## config.mk

```make
export PLATFORM = sky130hd
export DESIGN_NAME = seven_seg_capture
export DESIGN_NICKNAME = d
export VERILOG_FILES = /design/src/rtl/seven_seg_capture.sv
export SDC_FILE = /design/constraint.sdc
export NUM_CORES = 1
export LEC_CHECK = 0
export CAP_MARGIN = 20
export CELL_PAD_IN_SITES_DETAIL_PLACEMENT = 0
export CELL_PAD_IN_SITES_GLOBAL_PLACEMENT = 2
export CORE_MARGIN = 4
export CORE_UTILIZATION = 40
export CTS_CLUSTER_DIAMETER = 40
export DETAILED_ROUTE_END_ITERATION = 6
export PLACE_DENSITY_LB_ADDON = 0.3
export SYNTH_ARGS = -nofsm -noshare
export SYNTH_HDL_FRONTEND = slang
export SYNTH_SLANG_ARGS = --single-unit
```

## constraint.sdc

```tcl
create_clock -name clk -period 7.5 [get_ports clk]
set_input_delay 1.125 -clock clk [delete_from_list [all_inputs] [get_ports clk]]
set_output_delay 1.125 -clock clk [all_outputs]
set_load 0.005 [all_outputs]
```

## src/rtl/seven_seg_capture.sv

```systemverilog
// Recovers a 4-digit hex word from a multiplexed, active-low seven-segment bus.
// A digit is committed once its {anode, segment} pattern has been stable long enough.
module seven_seg_capture #(
    parameter int STABLE_CYCLES = 4
) (
    input  logic        clk,
    input  logic        rst,
    input  logic [7:0]  seg_in,
    input  logic [3:0]  an_in,
    output logic [15:0] word_out,
    output logic [3:0]  dp_out,
    output logic [3:0]  digit_err,
    output logic        word_valid
);

    localparam logic [7:0] STABLE_MAX = 8'(STABLE_CYCLES);
    localparam logic [7:0] STABLE_M1  = 8'(STABLE_CYCLES - 1);

    logic [11:0] r_sample;
    logic [7:0]  r_count;
    logic [3:0]  r_captured;
    logic [3:0]  r_nib [4];
    logic [3:0]  r_dp;
    logic [3:0]  r_err;

    logic [11:0] w_in;
    logic        w_same;
    logic [3:0]  w_sel;
    logic        w_sel_valid;
    logic        w_commit;
    logic        w_complete;
    logic [3:0]  w_dec_nib;
    logic        w_dec_err;
    logic [3:0]  w_nib_next [4];
    logic [15:0] w_word_next;
    logic [3:0]  w_dp_next;
    logic [3:0]  w_err_next;

    assign w_in        = {an_in, seg_in};
    assign w_same      = (w_in == r_sample);
    assign w_sel       = ~an_in;
    assign w_sel_valid = (w_sel != 4'd0) && ((w_sel & (w_sel - 4'd1)) == 4'd0);
    assign w_commit    = w_same && (r_count == STABLE_M1) && w_sel_valid;
    assign w_complete  = w_commit && ((r_captured | w_sel) == 4'hF);

    // Segment lines are active-low; DP (bit 7) never influences the nibble.
    always_comb begin
        w_dec_nib = 4'h0;
        w_dec_err = 1'b0;
        case (seg_in[6:0])
            7'h40: w_dec_nib = 4'h0;
            7'h79: w_dec_nib = 4'h1;
            7'h24: w_dec_nib = 4'h2;
            7'h30: w_dec_nib = 4'h3;
            7'h19: w_dec_nib = 4'h4;
            7'h12: w_dec_nib = 4'h5;
            7'h02: w_dec_nib = 4'h6;
            7'h78: w_dec_nib = 4'h7;
            7'h00: w_dec_nib = 4'h8;
            7'h10: w_dec_nib = 4'h9;
            7'h08: w_dec_nib = 4'hA;
            7'h03: w_dec_nib = 4'hB;
            7'h46: w_dec_nib = 4'hC;
            7'h21: w_dec_nib = 4'hD;
            7'h06: w_dec_nib = 4'hE;
            7'h0E: w_dec_nib = 4'hF;
            default: w_dec_err = 1'b1;
        endcase
    end

    // Slot contents with the digit being committed this edge bypassed in.
    genvar gi;
    generate
        for (gi = 0; gi < 4; gi++) begin : g_slot
            assign w_nib_next[gi]         = w_sel[gi] ? w_dec_nib  : r_nib[gi];
            assign w_dp_next[gi]          = w_sel[gi] ? ~seg_in[7] : r_dp[gi];
            assign w_err_next[gi]         = w_sel[gi] ? w_dec_err  : r_err[gi];
            assign w_word_next[4*gi +: 4] = w_nib_next[gi];
        end
    endgenerate

    always_ff @(posedge clk) begin
        if (rst) begin
            r_sample   <= 12'hFFF;
            r_count    <= 8'd0;
            r_captured <= 4'h0;
            r_dp       <= 4'h0;
            r_err      <= 4'h0;
            for (int i = 0; i < 4; i++) begin
                r_nib[i] <= 4'h0;
            end
            word_out   <= 16'h0000;
            dp_out     <= 4'h0;
            digit_err  <= 4'h0;
            word_valid <= 1'b0;
        end else begin
            r_sample   <= w_in;
            word_valid <= 1'b0;
            if (!w_same) begin
                r_count <= 8'd1;
            end else if (r_count != STABLE_MAX) begin
                r_count <= r_count + 8'd1;
            end

            if (w_commit) begin
                for (int i = 0; i < 4; i++) begin
                    r_nib[i] <= w_nib_next[i];
                end
                r_dp  <= w_dp_next;
                r_err <= w_err_next;
                if (w_complete) begin
                    r_captured <= 4'h0;
                    word_out   <= w_word_next;
                    dp_out     <= w_dp_next;
                    digit_err  <= w_err_next;
                    word_valid <= 1'b1;
                end else begin
                    r_captured <= r_captured | w_sel;
                end
            end
        end
    end

endmodule

```

## After elaboration in Yosys (flattened, before gate mapping)

Memory sizes are Yosys's and may differ from the RTL's.
Cells that the tools add are included.

- Bits of input ports: 14
- Memory bits (writable): 16
- Bits in registers: 57
- Memories: 1
- Output and inout bits: 25
- Word-level logic and storage cells: 81

- Reductions and logical operators: 11
- Bitwise operators: 10
- Mux-type cells: 27
- $add $sub $neg: 2
- Eq/ne operators: 20

Memory list:

| memory | words | bits a word | rd ports | clocked after memory_dff | wr ports | RTL line | text |
|---|---|---|---|---|---|---|---|
| r_nib | 4 | 4 | 4 | 0 | 4 | 22 | `logic [3:0] r_nib [4];` |

Operators by type and width:

| cell | count |
|---|---|
| case mux 4 bit (15 select lines) | 1 |
| two-way mux 4 bit | 9 |
| equality test 7 bit (second input constant) | 4 |
| equality test 7 x 5 -> 1 bit (second input constant) | 3 |
| equality test 7 x 6 -> 1 bit (second input constant) | 3 |
| two-way mux 1 bit | 17 |
| OR reduction 16 bit | 1 |
| equality test 7 x 2 -> 1 bit (second input constant) | 2 |
| equality test 7 x 4 -> 1 bit (second input constant) | 2 |
| equality test 12 bit | 1 |
| adder 8 x 1 -> 8 bit (second input constant) | 1 |
| equality test 8 x 2 -> 1 bit (second input constant) | 1 |
| inequality test 8 x 3 -> 1 bit (second input constant) | 1 |
| equality test 7 x 3 -> 1 bit (second input constant) | 1 |
| logical NOT 7 bit | 1 |
| bitwise AND 4 bit | 1 |
| equality test 4 bit (second input constant) | 1 |
| logical AND 1 bit | 4 |
| logical NOT 4 bit | 1 |
| NOT 4 bit | 1 |
| bitwise OR 1 bit | 4 |
| bitwise OR 4 bit | 1 |
| nonzero test 4 bit | 1 |
| OR reduction 2 bit | 2 |
| 4 further kinds | 6 |

## Logic depth before layout (Yosys ltp)

Gate-level depths: netlist (run 1).

- Depth after elaboration: 10
- Gate-level depth with buffers: 8
- Gate-level depth less buffers: 6

## Worst setup path before layout (run 1)

OpenSTA, ideal clock, no wires.

- Kind: input -> register
- Start: input an_in[3]
- End: memory r_nib[0][0] (enable)
- Slack: 4.155 ns
- Stages: 6
- Data arrival time: 2.953 ns
- Buffers on the path: 2
- Data required time: 7.108 ns
- Library setup time: 0.392 ns
- Cell sequence: buf_4 xnor2_1 nand4_1 or3_4 buf_6 o21bai_1

RTL lines:

| what | RTL line | text |
|---|---|---|
| start: declaration | 9 | `input logic [3:0] an_in,` |
| end: declaration | 22 |  |

## Final worst setup path (run 1)

- Start: input an_in[3]
- End: register word_out[5]

- Word-level cells in the longest chain between the ends: 8
- Elaborated cells on any way between the ends: 13
- Those cells by class: 1 x add/sub; 2 x eq/ne; 3 x bitwise; 7 x reduce/logical

Ends and longest elaborated chain:

| what | RTL line | text |
|---|---|---|
| NOT 4 bit | 41 | `assign w_sel = ~an_in;` |
| subtractor 4 x 1 -> 4 bit | 42 | `assign w_sel_valid = (w_sel != 4'd0) && ((w_sel & (w_sel - 4'd1)) == 4'd0);` |
| bitwise AND 4 bit | 42 |  |
| logical NOT 4 bit | 42 |  |
| logical AND 1 bit | 42 |  |
| logical AND 1 bit | 43 | `assign w_commit = w_same && (r_count == STABLE_M1) && w_sel_valid;` |
| logical AND 1 bit | 44 | `assign w_complete = w_commit && ((r_captured \| w_sel) == 4'hF);` |
| AND reduction 2 bit (no source line) (*) | -- |  |
| end signal: assignment | 113 | `word_out <= w_word_next;` |
| end: declaration | 10 | `output logic [15:0] word_out,` |

Mark *: on every way between the ends. The rest lies on a longest branch, timed or not.
A chain may end at the register's enable or synchronous reset.

==> results by group, run 1 <==
Status
  – Run status: completed

STA
  – Final setup violating endpoints: 0
  – Final period utilization: 48.7%
  – Hold slack: 0.462 ns
  – Fin crit period: 3.65 ns
  – Setup tns final: 0 ns
  – RSZ-0062 raised after global routing: false
  – Worst setup margin: around 3.8 ns
  – Clock Skews: 0.0180 ns
  – Pins Over Slew Limit: 0
  – FMAX: 0.274 GHz
  – Slew HR: 37.5%
  – Worst-Margin Slew: 0.937 ns
  – Final Hold Viols: 0

Route
  – Avg WL per Cell: roughly 16 um
  – Metal2 WL: 3610 um
  – ANT nets after route: 0
  – Routed length on met3: 331 um
  – Drt initial violations: between 100 and 150
  – Final wirelength: 8080 um
  – DRT met1 WL: 4010 um
  – Residual DRC: 0
  – DR vias: about 2600
  – Drt first pass iters: 4
  – Top sig layer: met4
  – Vias per cell: 5.33

Pwr
  – PwrDens: 192 nW/um^2
  – Maximum VDD drop: ~120 uV
  – Leakage power: 1.58 nW
  – Design Power: 0.833 mW

Critical path
  – CP max stage delay: 0.93 ns
  – Stages on worst setup path: 6
  – Worst Setup SP: an_in[3]
  – Worst Path Required: 7.80 ns
  – CP top delay family: simple AND/OR/NAND/NOR gates
  – Worst R2R Start: r_count[0]
  – WP buf/inv: 1
  – CP arrival: 3.95 ns
  – Crit. End Element: register
  – Worst R2R Path Depth: 6
  – CP cell instances: clkdlybuf4s50_1 -> xnor2_1 -> nand4_1 -> or3_4 -> nor3_4 -> a32o_1
  – Crit-path slowest cell: clkdlybuf4s50_1
  – Critical path peak fanout: 21
  – Crit Path Category: primary input to register
  – Element type at the critical path start: primary input

Worst hold path
  – Hold crit path type: register to register
  – Hold Crit Start: r_captured[0]
  – Hold Path Depth: 1

CTS
  – Clock sinks: 73
  – H-tree depth: 3
  – Cts bufs inserted: 9
  – Cts hold-fix bufs: 0
  – CTS tree: yes
  – Clk_lat worst skew: 0.36 ns
  – Bufs on Longest Clock Path: 2
  – Root Buffer Master: clkbuf_8
  – Total setup buffers inserted after CTS: 0
  – Clk pin slew, worst setup/hold paths: 0.08 ns
  – Resized cells post-CTS: 0

Die
  – Core Rows: 34
  – DIE WIDTH: between 100 and 150 um
  – Core ar.: 8890 um^2
  – Ports: 39
  – Initial Utilization: about two fifths
  – Die Y: 104 um
  – Die area: 10900 um^2

Place
  – Post-DP Area: 4100 um^2
  – Final HPWL DP: 5420 um
  – Cells after DPL: roughly 480
  – Routability cong.: 0.792
  – Buffers on Ports: 38
  – Post-Place Worst Slack: ~3.4 ns

Cells and area
  – Inserted Diodes: 0
  – Most frequent cells in the layout: dfxtp_1, clkdlybuf4s50_1, nor2_1
  – Util after Layout: 48.8%
  – Post-route cell area: ~4300 um^2
  – Finished Layout Cells: 496
  – Most common cell after layout, fill and taps aside: dfxtp_1
  – Area grow syn2layout: 17.0%
  – Final layout net count: 399
  – Layout cells sized above 1: 17.3%

Synth
  – Avg Synthesized Cell Area: between 10 and 15 um^2
  – Top-area cell type share of the netlist area: ~31%
  – Warnings, synthesis: 0
  – Syn nets: 371
  – Ys async rst share: 0%
  – Library cells used by synthesis: 58
  – EDFF count, synth: 16
  – Synth Register Bits: 73
  – Syn Inst Count: 355
  – Dominant cell type by area after synthesis: dfxtp_1
  – Top FF cell, synth: dfxtp_1
  – Seq/Total Area, Yosys: 43.7%
  – Netlist area before placement: 3710 um^2
  – Synth top area cells: dfxtp_1, edfxtp_1, a22o_1, nand2b_1, xnor2_1

Run
  – Max-Cap Viols: 0

GRT
  – Global-route wire length before repair: 13800 um
  – Initial antenna violation count: 0
  – Vias in the first global route: ~2700
  – Largest net degree at the start of global routing: 32
  – GRT Overall Usage: 15.6%
  – Grt ovf: 0
==> logic make-up (layout without fill, tap and decap cells) <==
| group | Yosys count | in the layout | synth area share, % |
|---|---|---|---|
| adders and majority gates | 2 | 2 | 0.674 |
| and+or+nand+nor | 149 | 149 | 27.5 |
| AOI/OAI and AO/OA | 67 | 67 | 14.8 |
| xor gates and xnor gates | 22 | 22 | 5.80 |
| buffers and inverters | 33 | 66 | 5.03 |
| DFF | 73 | 73 | 43.7 |
| muxes | 9 | 9 | 2.43 |
==> cells in the mapped netlist (3+ instances only) <==
master	count
inv_1	6
xnor2_1	13
xnor2_2	3
edfxtp_1	16
a22o_1	16
o21ba_1	5
dfxtp_1	57
nand4_1	7
and3b_1	9
a32o_1	4
o21ai_0	4
nand2b_1	19
o21a_1	4
buf_2	5
buf_4	7
nand2_1	10
nand3_1	7
nor3_2	9
nor3_4	5
nor3_1	9
mux2i_1	9
xor2_1	6
nor2_1	22
a31oi_1	3
clkbuf_1	11
o21ai_1	4
o211ai_1	7
buf_6	4
nor3b_1	4
or2_2	13
nor2b_1	15
o21ba_2	6
==> worst paths after layout <==
path | to | slack, ns
hold / removal | r_captured[0] | 0.46
setup / recovery | word_out[5] | 3.85
hold reg to reg | r_captured[0] | 0.46
setup reg to reg | word_out[5] | 5.03
==> state kept, by name (all words and copies together), names as in the netlist <==
signal / flops
digit_err: 4
dp_out: 4
r_captured: 4
r_count: 8
r_dp: 4
r_err: 4
r_nib: 16
r_sample: 12
word_out: 16
word_valid: 1
==> area by class of cell <==
class	count	area, um^2
tap	108	135
multi-input combinational	249	1900
timing repair buffer	44	433
clock buffer	9	124
inverter	6	22.5
clock inverter	7	101
fill	827	4550
sequential	73	1620
==> where the power goes <==
group | internal [mW] | switching, mW | total, mW
registers | 0.407 | 0.00283 | 0.410
logic | 0.0322 | 0.0428 | 0.0750
clock network | 0.190 | 0.158 | 0.348
==> routing by layer <==
layer	global-route usage [%]	vias up
met5	0	-
met2	24.5	50
met1	21.1	1243
li1	-	1344
met3	3.29	9
met4	5.98	0
(Power assumes the default switching activity.)
==> run 2, diff against run 1 <==
--- a/config.mk
+++ b/config.mk
@@ -9,7 +9,7 @@
 export CELL_PAD_IN_SITES_DETAIL_PLACEMENT = 0
 export CELL_PAD_IN_SITES_GLOBAL_PLACEMENT = 2
 export CORE_MARGIN = 4
-export CORE_UTILIZATION = 40
+export CORE_UTILIZATION = 33
 export CTS_CLUSTER_DIAMETER = 40
 export DETAILED_ROUTE_END_ITERATION = 6
 export PLACE_DENSITY_LB_ADDON = 0.3
==> constraint.sdc (replaced) <==
create_clock -name clk -period 3.03 [get_ports clk]
set_input_delay 0.4545 -clock clk [delete_from_list [all_inputs] [get_ports clk]]
set_output_delay 0.4545 -clock clk [all_outputs]
set_load 0.005 [all_outputs]
==> results by group, run 2 (synthesized netlist as in run 1, its figures left out) <==
Cells and area
  – Inserted Diodes: 0 (unchanged)
  – Layout cells sized above 1: 20.9% (was 17.3%)
  – Final layout net count: 417 (was 399)
  – Multi-input combinational cell area: 1900 um^2 (unchanged)
  – # fillers: 1068 (was 827)
  – Area grow syn2layout: 24.9% (was 17.0%)
  – Finished Layout Cells: 546 (was 496)
  – Most frequent cells in the layout: dfxtp_1, clkdlybuf4s50_1, nor2_1 (unchanged)
  – Sequential Area: 1620 um^2 (unchanged)
  – Post-route cell area: 4630 um^2 (was 4340 um^2)
  – Util after Layout: 42.4% (was 48.8%)
  – Most common cell after layout, fill and taps aside: dfxtp_1 (unchanged)
  – Registers with the most flip-flops: r_nib x16, word_out x16, r_sample x12 (unchanged)

Critical path
  – Critical path peak fanout: 16 (was 21)
  – CP arrival: 2.44 ns (was 3.95 ns)
  – Crit. End Element: register (unchanged)
  – Worst Path Required: 3.06 ns (was 7.80 ns)
  – Crit Path Category: primary input to register (unchanged)
  – Element type at the critical path start: primary input (unchanged)

GRT
  – Global-route wire length before repair: 14000 um (was 13800 um)
  – GRT Overall Usage: 13.6% (was 15.6%)
  – Vias in the first global route: 2660 (was 2665)
  – Grt ovf: 0 (unchanged)
  – Initial antenna violation count: 0 (unchanged)
  – Largest net degree at the start of global routing: 25 (was 32)

CTS
  – Total setup buffers inserted after CTS: 0 (unchanged)
  – H-tree depth: 3 (unchanged)
  – Bufs on Longest Clock Path: 2 (unchanged)
  – Clk_lat worst skew: 0.33 ns (was 0.36 ns)
  – Clock sinks: 73 (unchanged)
  – Cts bufs inserted: 9 (unchanged)
  – Cts hold-fix bufs: 0 (unchanged)
  – Resized cells post-CTS: 0 (unchanged)
  – Clk pin slew, worst setup/hold paths: 0.06 ns (was 0.08 ns)
  – Root Buffer Master: clkbuf_16 (was clkbuf_8)
  – CTS tree: yes (unchanged)

Route
  – Drt first pass iters: 4 (unchanged)
  – Residual DRC: 0 (unchanged)
  – Drt initial violations: 127 (was 119)
  – Avg WL per Cell: 15.5 um (was 16.3 um)
  – ANT nets after route: 0 (unchanged)
  – Final wirelength: 8490 um (was 8080 um)
  – Vias per cell: 5.09 (was 5.33)
  – DR vias: 2778 (was 2646)

Run
  – Max-Cap Viols: 0 (unchanged)

Place
  – Buffers on Ports: 38 (unchanged)
  – Cells after DPL: 530 (was 479)
  – Post-DP Area: 4320 um^2 (was 4100 um^2)
  – Final HPWL DP: 6090 um (was 5420 um)
  – Routability cong.: 0.779 (was 0.792)

Pwr
  – PwrDens: 500 nW/um^2 (was 192 nW/um^2)
  – Leakage power: 1.72 nW (was 1.58 nW)
  – Maximum VDD drop: 299 uV (was 124 uV)
  – Design Power: 2.32 mW (was 0.833 mW)

STA
  – RSZ-0062 raised after global routing: false (unchanged)
  – Slew HR: 71.5% (was 37.5%)
  – Fin crit period: 2.41 ns
  – Setup tns final: 0 ns (unchanged)
  – Final period utilization: about 79%
  – FMAX: 0.415 GHz
  – Clock Skews: 0.0114 ns (was 0.0180 ns)
  – Final Hold Viols: 0 (unchanged)
  – Final setup violating endpoints: 0 (unchanged)
  – Pins Over Slew Limit: 0 (unchanged)
  – Worst-Margin Slew: 0.424 ns (was 0.937 ns)

Die
  – Ports: 39 (unchanged)
  – Die area: 13000 um^2 (was 10900 um^2)
  – Die Y: 114 um (was 104 um)
  – Initial Utilization: 33.9% (was 41.7%)
  – DIE WIDTH: 114 um (was 104 um)
  – Core Rows: 38 (was 34)
  – Core ar.: 10900 um^2 (was 8890 um^2)

Worst hold path
  – Hold crit path type: register to register (unchanged)

Status
  – Run status: completed (unchanged)
## run 2: cell count changes in the layout (fill, tap and decap cells not counted), moves of 3 or more
cell,previous run,this run
buf_4,5,21
clkbuf_16,0,9
clkbuf_8,9,2
buf_12,0,3
## run 2: path summary, 6_finish.rpt
kind	from	to	slack [ns]	cells after the start
setup / recovery	seg_in[2]	r_nib[1][3]	0.62	6
hold / removal	r_captured[1]	r_captured[1]	0.46	1
setup reg to reg	r_count[0]	word_out[2]	0.93	7
hold reg to reg	r_captured[1]	r_captured[1]	0.46	1
## run 2: worst max-delay path, cell delays in order
cell and delay (ns):
clkdlybuf4s50_1 0.67, xnor2_1 0.18, nand4_2 0.18, or3_4 0.50, o21bai_1 0.26, buf_12 0.19
## run 2: cell type report
type	count	area share (%)
clock buffers	11	5.46
clock inverters	5	1.32
inverters	6	0.486
multi-input cells	249	41.0
flip-flops and latches	73	35.0
well taps	140	3.78
repair buffers	62	12.9
## run 2: routing by layer
metal	GRT usage (%)	wire length, um
met2	20.2	3670
met3	2.81	309
met1	19.7	4400
met4	4.51	108
met5	0	0
## run 2: where the power goes
group | leakage (nW) | total [mW] | internal [mW] | switching (mW)
logic | 0.943 | 0.204 | 0.0929 | 0.111
clock network | 0.153 | 1.10 | 0.687 | 0.410
registers | 0.628 | 1.02 | 1.01 | 0.00715
## run 2: per-stage QoR
| stage | hold slack (ns) | setup slack (ns) |
|---|---|---|
| after global routing | 0.472 | 0.471 |
| after floorplan | 0.432 | 0.356 |
| after CTS | 0.461 | 0.613 |
| final | 0.456 | 0.623 |
| after global placement | 0.440 | 0.282 |
| after detailed placement | 0.447 | 0.268 |
